<file path="src/rtl/mips_multicycle_ctrl_if.sv">
// Control-bus bundle between the multicycle MIPS control FSM and its datapath.
// The controller uses the slave view; the datapath (or a bench) uses the master view.
interface mips_multicycle_ctrl_if #(
    parameter int CNT_W = 32
);
    logic [5:0]       op;
    logic             zero;
    logic             mem_ready;
    logic             iord;
    logic             irwrite;
    logic             memwrite;
    logic             regwrite;
    logic             regdst;
    logic             memtoreg;
    logic             alusrca;
    logic [1:0]       alusrcb;
    logic [1:0]       aluop;
    logic [1:0]       pcsrc;
    logic             pcen;
    logic [3:0]       state;
    logic [CNT_W-1:0] instret;
    logic [CNT_W-1:0] illegal_cnt;
    logic             illegal;

    modport slave (
        input  op, zero, mem_ready,
        output iord, irwrite, memwrite, regwrite, regdst, memtoreg, alusrca,
               alusrcb, aluop, pcsrc, pcen, state, instret, illegal_cnt, illegal
    );

    modport master (
        output op, zero, mem_ready,
        input  iord, irwrite, memwrite, regwrite, regdst, memtoreg, alusrca,
               alusrcb, aluop, pcsrc, pcen, state, instret, illegal_cnt, illegal
    );
endinterface

</file>
<file path="src/rtl/mips_multicycle_ctrl.sv">
// Moore control FSM for the multicycle MIPS core: sequences PC, memory, register
// file and ALU, stalls on mem_ready, and keeps retired/illegal instruction counters.
module mips_multicycle_ctrl #(
    parameter int CNT_W = 32
) (
    input  logic                    clk,
    input  logic                    reset,
    mips_multicycle_ctrl_if.slave   bus
);

    typedef enum logic [3:0] {
        S_FETCH   = 4'd0,
        S_DECODE  = 4'd1,
        S_MEMADR  = 4'd2,
        S_MEMRD   = 4'd3,
        S_MEMWB   = 4'd4,
        S_MEMWR   = 4'd5,
        S_EXECUTE = 4'd6,
        S_ALUWB   = 4'd7,
        S_BRANCH  = 4'd8,
        S_ADDIEX  = 4'd9,
        S_IMMWB   = 4'd10,
        S_JUMP    = 4'd11,
        S_ORIEX   = 4'd12
    } state_t;

    localparam logic [5:0] OP_RTYPE = 6'd0;
    localparam logic [5:0] OP_J     = 6'd2;
    localparam logic [5:0] OP_BEQ   = 6'd4;
    localparam logic [5:0] OP_ADDI  = 6'd8;
    localparam logic [5:0] OP_ORI   = 6'd13;
    localparam logic [5:0] OP_LW    = 6'd35;
    localparam logic [5:0] OP_SW    = 6'd43;

    state_t           state_q, state_d;
    logic [CNT_W-1:0] instret_q, instret_d;
    logic [CNT_W-1:0] illegal_cnt_q, illegal_cnt_d;

    logic       illegal_s;
    logic       retire_s;
    logic       iord_s, irwrite_s, memwrite_s, regwrite_s, regdst_s, memtoreg_s, alusrca_s;
    logic [1:0] alusrcb_s, aluop_s, pcsrc_s;
    logic       pcwrite_s, branch_s;

    // State and debug counters; reset aborts any instruction in flight.
    always_ff @(posedge clk or posedge reset) begin
        if (reset) begin
            state_q       <= S_FETCH;
            instret_q     <= {CNT_W{1'b0}};
            illegal_cnt_q <= {CNT_W{1'b0}};
        end else begin
            state_q       <= state_d;
            instret_q     <= instret_d;
            illegal_cnt_q <= illegal_cnt_d;
        end
    end

    // Next-state selection, illegal-opcode detection and retirement.
    always_comb begin
        state_d   = S_FETCH;
        illegal_s = 1'b0;
        retire_s  = 1'b0;
        case (state_q)
            S_FETCH: begin
                if (bus.mem_ready) state_d = S_DECODE;
                else               state_d = S_FETCH;
            end
            S_DECODE: begin
                case (bus.op)
                    OP_LW, OP_SW: state_d = S_MEMADR;
                    OP_RTYPE:     state_d = S_EXECUTE;
                    OP_BEQ:       state_d = S_BRANCH;
                    OP_ADDI:      state_d = S_ADDIEX;
                    OP_ORI:       state_d = S_ORIEX;
                    OP_J:         state_d = S_JUMP;
                    default: begin
                        state_d   = S_FETCH;
                        illegal_s = 1'b1;
                    end
                endcase
            end
            S_MEMADR: begin
                if (bus.op == OP_LW) state_d = S_MEMRD;
                else                 state_d = S_MEMWR;
            end
            S_MEMRD: begin
                if (bus.mem_ready) state_d = S_MEMWB;
                else               state_d = S_MEMRD;
            end
            S_MEMWR: begin
                if (bus.mem_ready) begin
                    state_d  = S_FETCH;
                    retire_s = 1'b1;
                end else begin
                    state_d  = S_MEMWR;
                end
            end
            S_EXECUTE: state_d = S_ALUWB;
            S_ADDIEX:  state_d = S_IMMWB;
            S_ORIEX:   state_d = S_IMMWB;
            S_MEMWB, S_ALUWB, S_IMMWB, S_BRANCH, S_JUMP: begin
                state_d  = S_FETCH;
                retire_s = 1'b1;
            end
            default: state_d = S_FETCH;
        endcase
        instret_d     = instret_q + CNT_W'(retire_s);
        illegal_cnt_d = illegal_cnt_q + CNT_W'(illegal_s);
    end

    // Moore datapath controls; only FETCH (mem_ready) and BRANCH (zero) see inputs.
    always_comb begin
        iord_s     = 1'b0;
        irwrite_s  = 1'b0;
        memwrite_s = 1'b0;
        regwrite_s = 1'b0;
        regdst_s   = 1'b0;
        memtoreg_s = 1'b0;
        alusrca_s  = 1'b0;
        alusrcb_s  = 2'b00;
        aluop_s    = 2'b00;
        pcsrc_s    = 2'b00;
        pcwrite_s  = 1'b0;
        branch_s   = 1'b0;
        case (state_q)
            S_FETCH: begin
                alusrcb_s = 2'b01;
                irwrite_s = bus.mem_ready;
                pcwrite_s = bus.mem_ready;
            end
            S_DECODE:  alusrcb_s = 2'b11;
            S_MEMADR: begin
                alusrca_s = 1'b1;
                alusrcb_s = 2'b10;
            end
            S_MEMRD:   iord_s = 1'b1;
            S_MEMWB: begin
                memtoreg_s = 1'b1;
                regwrite_s = 1'b1;
            end
            S_MEMWR: begin
                iord_s     = 1'b1;
                memwrite_s = 1'b1;
            end
            S_EXECUTE: begin
                alusrca_s = 1'b1;
                aluop_s   = 2'b10;
            end
            S_ALUWB: begin
                regdst_s   = 1'b1;
                regwrite_s = 1'b1;
            end
            S_BRANCH: begin
                alusrca_s = 1'b1;
                aluop_s   = 2'b01;
                pcsrc_s   = 2'b01;
                branch_s  = 1'b1;
            end
            S_ADDIEX: begin
                alusrca_s = 1'b1;
                alusrcb_s = 2'b10;
            end
            S_IMMWB:   regwrite_s = 1'b1;
            S_JUMP: begin
                pcsrc_s   = 2'b10;
                pcwrite_s = 1'b1;
            end
            S_ORIEX: begin
                alusrca_s = 1'b1;
                alusrcb_s = 2'b10;
                aluop_s   = 2'b11;
            end
            default: begin
                alusrcb_s = 2'b00;
            end
        endcase
    end

    // Enables are squashed combinationally so nothing writes while reset is high.
    assign bus.iord        = iord_s;
    assign bus.irwrite     = irwrite_s  & ~reset;
    assign bus.memwrite    = memwrite_s & ~reset;
    assign bus.regwrite    = regwrite_s & ~reset;
    assign bus.pcen        = (pcwrite_s | (branch_s & bus.zero)) & ~reset;
    assign bus.regdst      = regdst_s;
    assign bus.memtoreg    = memtoreg_s;
    assign bus.alusrca     = alusrca_s;
    assign bus.alusrcb     = alusrcb_s;
    assign bus.aluop       = aluop_s;
    assign bus.pcsrc       = pcsrc_s;
    assign bus.state       = state_q;
    assign bus.instret     = instret_q;
    assign bus.illegal_cnt = illegal_cnt_q;
    assign bus.illegal     = illegal_s & ~reset;

endmodule

</file>
<file path="src/flat_wrapper.sv">
// flat-port wrapper written by rule: the top's interface ports become plain ports
module mips_multicycle_ctrl_flat 
#(
    parameter int CNT_W = 32
)
  (clk, reset, bus_op, bus_zero, bus_mem_ready, bus_iord, bus_irwrite, bus_memwrite, bus_regwrite, bus_regdst, bus_memtoreg, bus_alusrca, bus_alusrcb, bus_aluop, bus_pcsrc, bus_pcen, bus_state, bus_instret, bus_illegal_cnt, bus_illegal);
  mips_multicycle_ctrl_if #(.CNT_W(CNT_W)) bus_i ();
  input  logic clk;
  input  logic reset;
  input wire logic [$bits(bus_i.op)-1:0] bus_op;
  input wire logic [$bits(bus_i.zero)-1:0] bus_zero;
  input wire logic [$bits(bus_i.mem_ready)-1:0] bus_mem_ready;
  output wire logic [$bits(bus_i.iord)-1:0] bus_iord;
  output wire logic [$bits(bus_i.irwrite)-1:0] bus_irwrite;
  output wire logic [$bits(bus_i.memwrite)-1:0] bus_memwrite;
  output wire logic [$bits(bus_i.regwrite)-1:0] bus_regwrite;
  output wire logic [$bits(bus_i.regdst)-1:0] bus_regdst;
  output wire logic [$bits(bus_i.memtoreg)-1:0] bus_memtoreg;
  output wire logic [$bits(bus_i.alusrca)-1:0] bus_alusrca;
  output wire logic [$bits(bus_i.alusrcb)-1:0] bus_alusrcb;
  output wire logic [$bits(bus_i.aluop)-1:0] bus_aluop;
  output wire logic [$bits(bus_i.pcsrc)-1:0] bus_pcsrc;
  output wire logic [$bits(bus_i.pcen)-1:0] bus_pcen;
  output wire logic [$bits(bus_i.state)-1:0] bus_state;
  output wire logic [$bits(bus_i.instret)-1:0] bus_instret;
  output wire logic [$bits(bus_i.illegal_cnt)-1:0] bus_illegal_cnt;
  output wire logic [$bits(bus_i.illegal)-1:0] bus_illegal;
  assign bus_i.op = bus_op;
  assign bus_i.zero = bus_zero;
  assign bus_i.mem_ready = bus_mem_ready;
  assign bus_iord = bus_i.iord;
  assign bus_irwrite = bus_i.irwrite;
  assign bus_memwrite = bus_i.memwrite;
  assign bus_regwrite = bus_i.regwrite;
  assign bus_regdst = bus_i.regdst;
  assign bus_memtoreg = bus_i.memtoreg;
  assign bus_alusrca = bus_i.alusrca;
  assign bus_alusrcb = bus_i.alusrcb;
  assign bus_aluop = bus_i.aluop;
  assign bus_pcsrc = bus_i.pcsrc;
  assign bus_pcen = bus_i.pcen;
  assign bus_state = bus_i.state;
  assign bus_instret = bus_i.instret;
  assign bus_illegal_cnt = bus_i.illegal_cnt;
  assign bus_illegal = bus_i.illegal;
  mips_multicycle_ctrl #(.CNT_W(CNT_W)) u_core (.clk(clk), .reset(reset), .bus(bus_i));
endmodule
</file>
<file path="config.mk">
export PLATFORM = sky130hd
export DESIGN_NAME = mips_multicycle_ctrl_flat
export DESIGN_NICKNAME = d
export VERILOG_FILES = /design/src/rtl/mips_multicycle_ctrl_if.sv /design/src/rtl/mips_multicycle_ctrl.sv /design/src/flat_wrapper.sv
export SDC_FILE = /design/constraint.sdc
export NUM_CORES = 1
export LEC_CHECK = 0
export ABC_AREA = 1
export CAP_MARGIN = 25
export CELL_PAD_IN_SITES_DETAIL_PLACEMENT = 0
export CELL_PAD_IN_SITES_GLOBAL_PLACEMENT = 1
export CORE_MARGIN = 3
export CORE_UTILIZATION = 30
export CTS_CLUSTER_SIZE = 12
export DETAILED_ROUTE_END_ITERATION = 12
export PLACE_DENSITY_LB_ADDON = 0.1
export SLEW_MARGIN = 20
export SYNTH_ARGS = -nofsm -noshare
export SYNTH_HDL_FRONTEND = slang
export SYNTH_SLANG_ARGS = --single-unit
</file>
<file path="constraint.sdc">
create_clock -name clk -period 2.19 [get_ports clk]
set_input_delay 0.219 -clock clk [delete_from_list [all_inputs] [get_ports clk]]
set_output_delay 0.219 -clock clk [all_outputs]
set_load 0.005 [all_outputs]
</file>
==> results of run 1 <==
worst min path at each step:
stage | to | cells after the start | slack, ns | startpoint
6_report | u_core.bus.instret[17] | 2 | 0.23 | reset
3_5_place_dp | u_core.bus.instret[31] | 2 | 0.48 | u_core.bus.instret[31]
5_1_grt | u_core.bus.instret[0] | 2 | 0.28 | reset
2_1_floorplan | u_core.bus.state[2] | 2 | 0.37 | bus_mem_ready
4_1_cts | u_core.bus.instret[0] | 2 | 0.24 | reset
3_3_place_gp | u_core.bus.instret[31] | 2 | 0.47 | u_core.bus.instret[31]
where the power goes:
part,internal [mW],switching (mW)
clock network,1.09,0.550
logic,0.515,0.378
registers,1.37,0.168
total,2.97,1.10
layout make-up:
class / instances / area share, %
Tap cell: 172 / 3.646
Inverter: 47 / 3.031
Sequential cell: 68 / 28.83
Clock inverter: 4 / 1.187
Multi-Input combinational cell: 438 / 37.73
Clock buffer: 12 / 4.515
Timing Repair Buffer: 133 / 21.07
cell families (layout without fill, tap and decap cells):
group	after synthesis	count (layout)	share of synthesized area, %
AO/OA/AOI/OAI	3	3	0.3720
XOR/XNOR	31	31	6.729
adder cells (fa/ha/maj)	4	4	1.240
buffers and inverters	47	196	4.372
flip-flops	68	68	42.17
AND/OR/NAND/NOR	400	400	45.12
state kept, by name (all words and copies together) (netlist names):
register,flops
u_core.bus.illegal_cnt,32
u_core.bus.instret,32
u_core.bus.state,4
worst register-to-register path, stage by stage (launching register included):
cell and delay (ns):
dfrtp_1 0.39, inv_2 0.08, nor2_2 0.13, buf_4 0.13, nand2_1 0.06, inv_1 0.07
nand2_1 0.06, nand3_2 0.09, ha_4 0.17, ha_4 0.14, nand3_2 0.09, inv_4 0.10
nand2_4 0.09, nor2_4 0.16, nand3_1 0.08, nand2_1 0.06, nand2_1 0.04
what timing repair did:
action	4_1_cts	5_1_grt
gates resized for setup	9	19
hold buffers	0	0
setup endpoints to repair	7	35
pin swaps	3	4
buffers inserted	3	3
layer usage:
| metal | vias to the layer above | wire [um] | part of all wire [%] |
|---|---|---|---|
| met4 | 0 | 452 | 3.9 |
| met5 | - | 0 | 0 |
| li1 | 1998 | - | - |
| met1 | 1849 | 5267 | 45 |
| met3 | 28 | 495 | 4.3 |
| met2 | 87 | 5405 | 47 |
placed cells by master (no fill, tap or decap), types with 9 or more instances in the layout:
cell / instances
nand2_1: 203
nor2_1: 96
clkdlybuf4s50_1: 86
dfrtp_1: 68
buf_4: 40
inv_1: 38
nand3b_1: 25
nand3_1: 24
xor2_1: 20
nor2_2: 17
nor2_4: 12
xnor2_1: 11
clkbuf_16: 9
per-stage QoR:
| stage | hold slack (ns) | total power [mW] | std cells | instance area (um2) |
|---|---|---|---|---|
| 3_5_place_dp | 0.4776 | 2.370 | 852 | 5434 |
| 4_1_cts | 0.2400 | 4.071 | 871 | 5811 |
| 6_report | 0.2303 | 4.068 | 874 | 5903 |
| 5_1_grt | 0.2849 | 4.292 | 874 | 5903 |
| 3_3_place_gp | 0.4699 | 2.372 | 852 | 5434 |
| 2_1_floorplan | 0.3740 | 1.846 | 553 | 4035 |
==> out/metrics.cfg, run 1 <==
[global_route]
grt-ovfl-total = 0
grt_max_degree = 61
gr-usage-met1_pct = 21.31
grt_pass1_vias = 4091
grt_pass1_wl_mm = 19.70
met3_usage_pct = 3.110
antenna_found_initial = 0
grt_use_total_pct = 16.73
busiest_layer = met2
use_met2_pct = 27.62

[placement]
pre_cts_ws_ns = -0.2004
io_buffers = 92
place_congestion = 0.8401
hpwl_mm = 9.214

[cts]
cts.path.max_buffers = 2
tritoncts.num_buffers = 9
cts-htree-levels = 3
clkSinkCount = 68
cts_tree = done
clkLatencyLatePin_ns = 0.33
clkTransAtPathRegs_ns = 0.06
cts_root_buf = clkbuf_16

[yosys]
synth-async-reset-ratio_pct = 100.0
synth_common_cells = nand2_1, nor2_1, dfrtp_1
synthMostInstantiatedCell = nand2_1
ys_ff_latch = 68
synth_fp_nets = 567
synthCells = 553
synth_top_flop_cell = dfrtp_1
synth.avg_cell_area_um2 = 7.297
synth_edf_count = 0
synth_cell_types = 19
yosysTopAreaCell = dfrtp_1
yosys.area.top_type_share_pct = 42.17
ys.warnings.count = 0
ys_seq_area_share_pct = 42.17
netlist_top_cells_area = dfrtp_1, nand2_1, nor2_1
syn_area_mm2 = 0.004035

[worst_setup_path]
r2r_cells = 16
r2r_start = u_core.bus.state[0]
endpoint = bus_regwrite
cp_common_cell = nand2_1
cpMaxStageDelayCell = clkdlybuf4s50_1
cp_max_fo = 4
start_kind = register
ff2ff_setup_slack_ns = 0.13
cp_data_required_time_ns = 1.97
critPathTopFamily = buffers and inverters
crit_arrival_ns = 1.90
cp.depth = 9
path_cells = buf_4 > nand2_1 > nor2_1 > nor2_1 > nand2_1 > buf_4 > nand2_1 > inv_1 > clkdlybuf4s50_1
path_class = register to output pin
startpoint = u_core.bus.state[1]
end_kind = output pin
cpPeakStageDelay_ns = 0.50
worst-path-buf-inv = 4
reg2reg_to = u_core.bus.instret[18]

[final_layout]
post-route-util_pct = 45.85
drive_gt1_share_pct = 16.38
multiInputGateArea_mm2 = 0.002227
final_nets = 711
syn2layout_area_growth_pct = 46.29
diodes = 0
fill_cells = 1335
seqCellArea_mm2 = 0.001702

[routing]
drt_iter0_markers = 151
ant_nets = 0
drc = 0
vias_per_cell = 4.533
first_pass_iters = 5
num_vias = 3962
wire_per_inst_um = 13.30
wl_mm = 11.62

[floorplanning]
die_w_um = 122.0
ios = 93
dieArea_mm2 = 0.01488
fp.dieH_um = 122.0
coreArea_mm2 = 0.01288
start_util_pct = 31.34
std_cell_rows = 41

[timing]
period_needed_ns = 2.115
drv_slew = 0
worst_slew_pin_slew_ns = 0.8016
setup_violations = 0
final-hold-violation-count = 0
max_freq_mhz = 472.9
rsz0062_at_grt = yes
clock_skew_ns = 0.008167
min_period_over_period_pct = 96.56
max-slew-margin-rel_pct = 46.56
fin_ws_ns = 0.07535
tns_ns = 0

[pwr]
ir_worst_vdd_v = 0.0004408
p_leak_nw = 2.739
power.density_mw_per_mm2 = 689.1

[outcome]
run_status = complete, no violations

[flow_run]
maxCapViolCount = 0

[worst_hold_path]
hold_class = input pin to async pin

Power figures use the tool's default switching activity.
==> inputs of run 2 (changes only) <==
CTS_CLUSTER_SIZE = unset   (was 12)
==> results of run 2 <==
No change in the layout: final DEF, timing and power equal those of run 1.
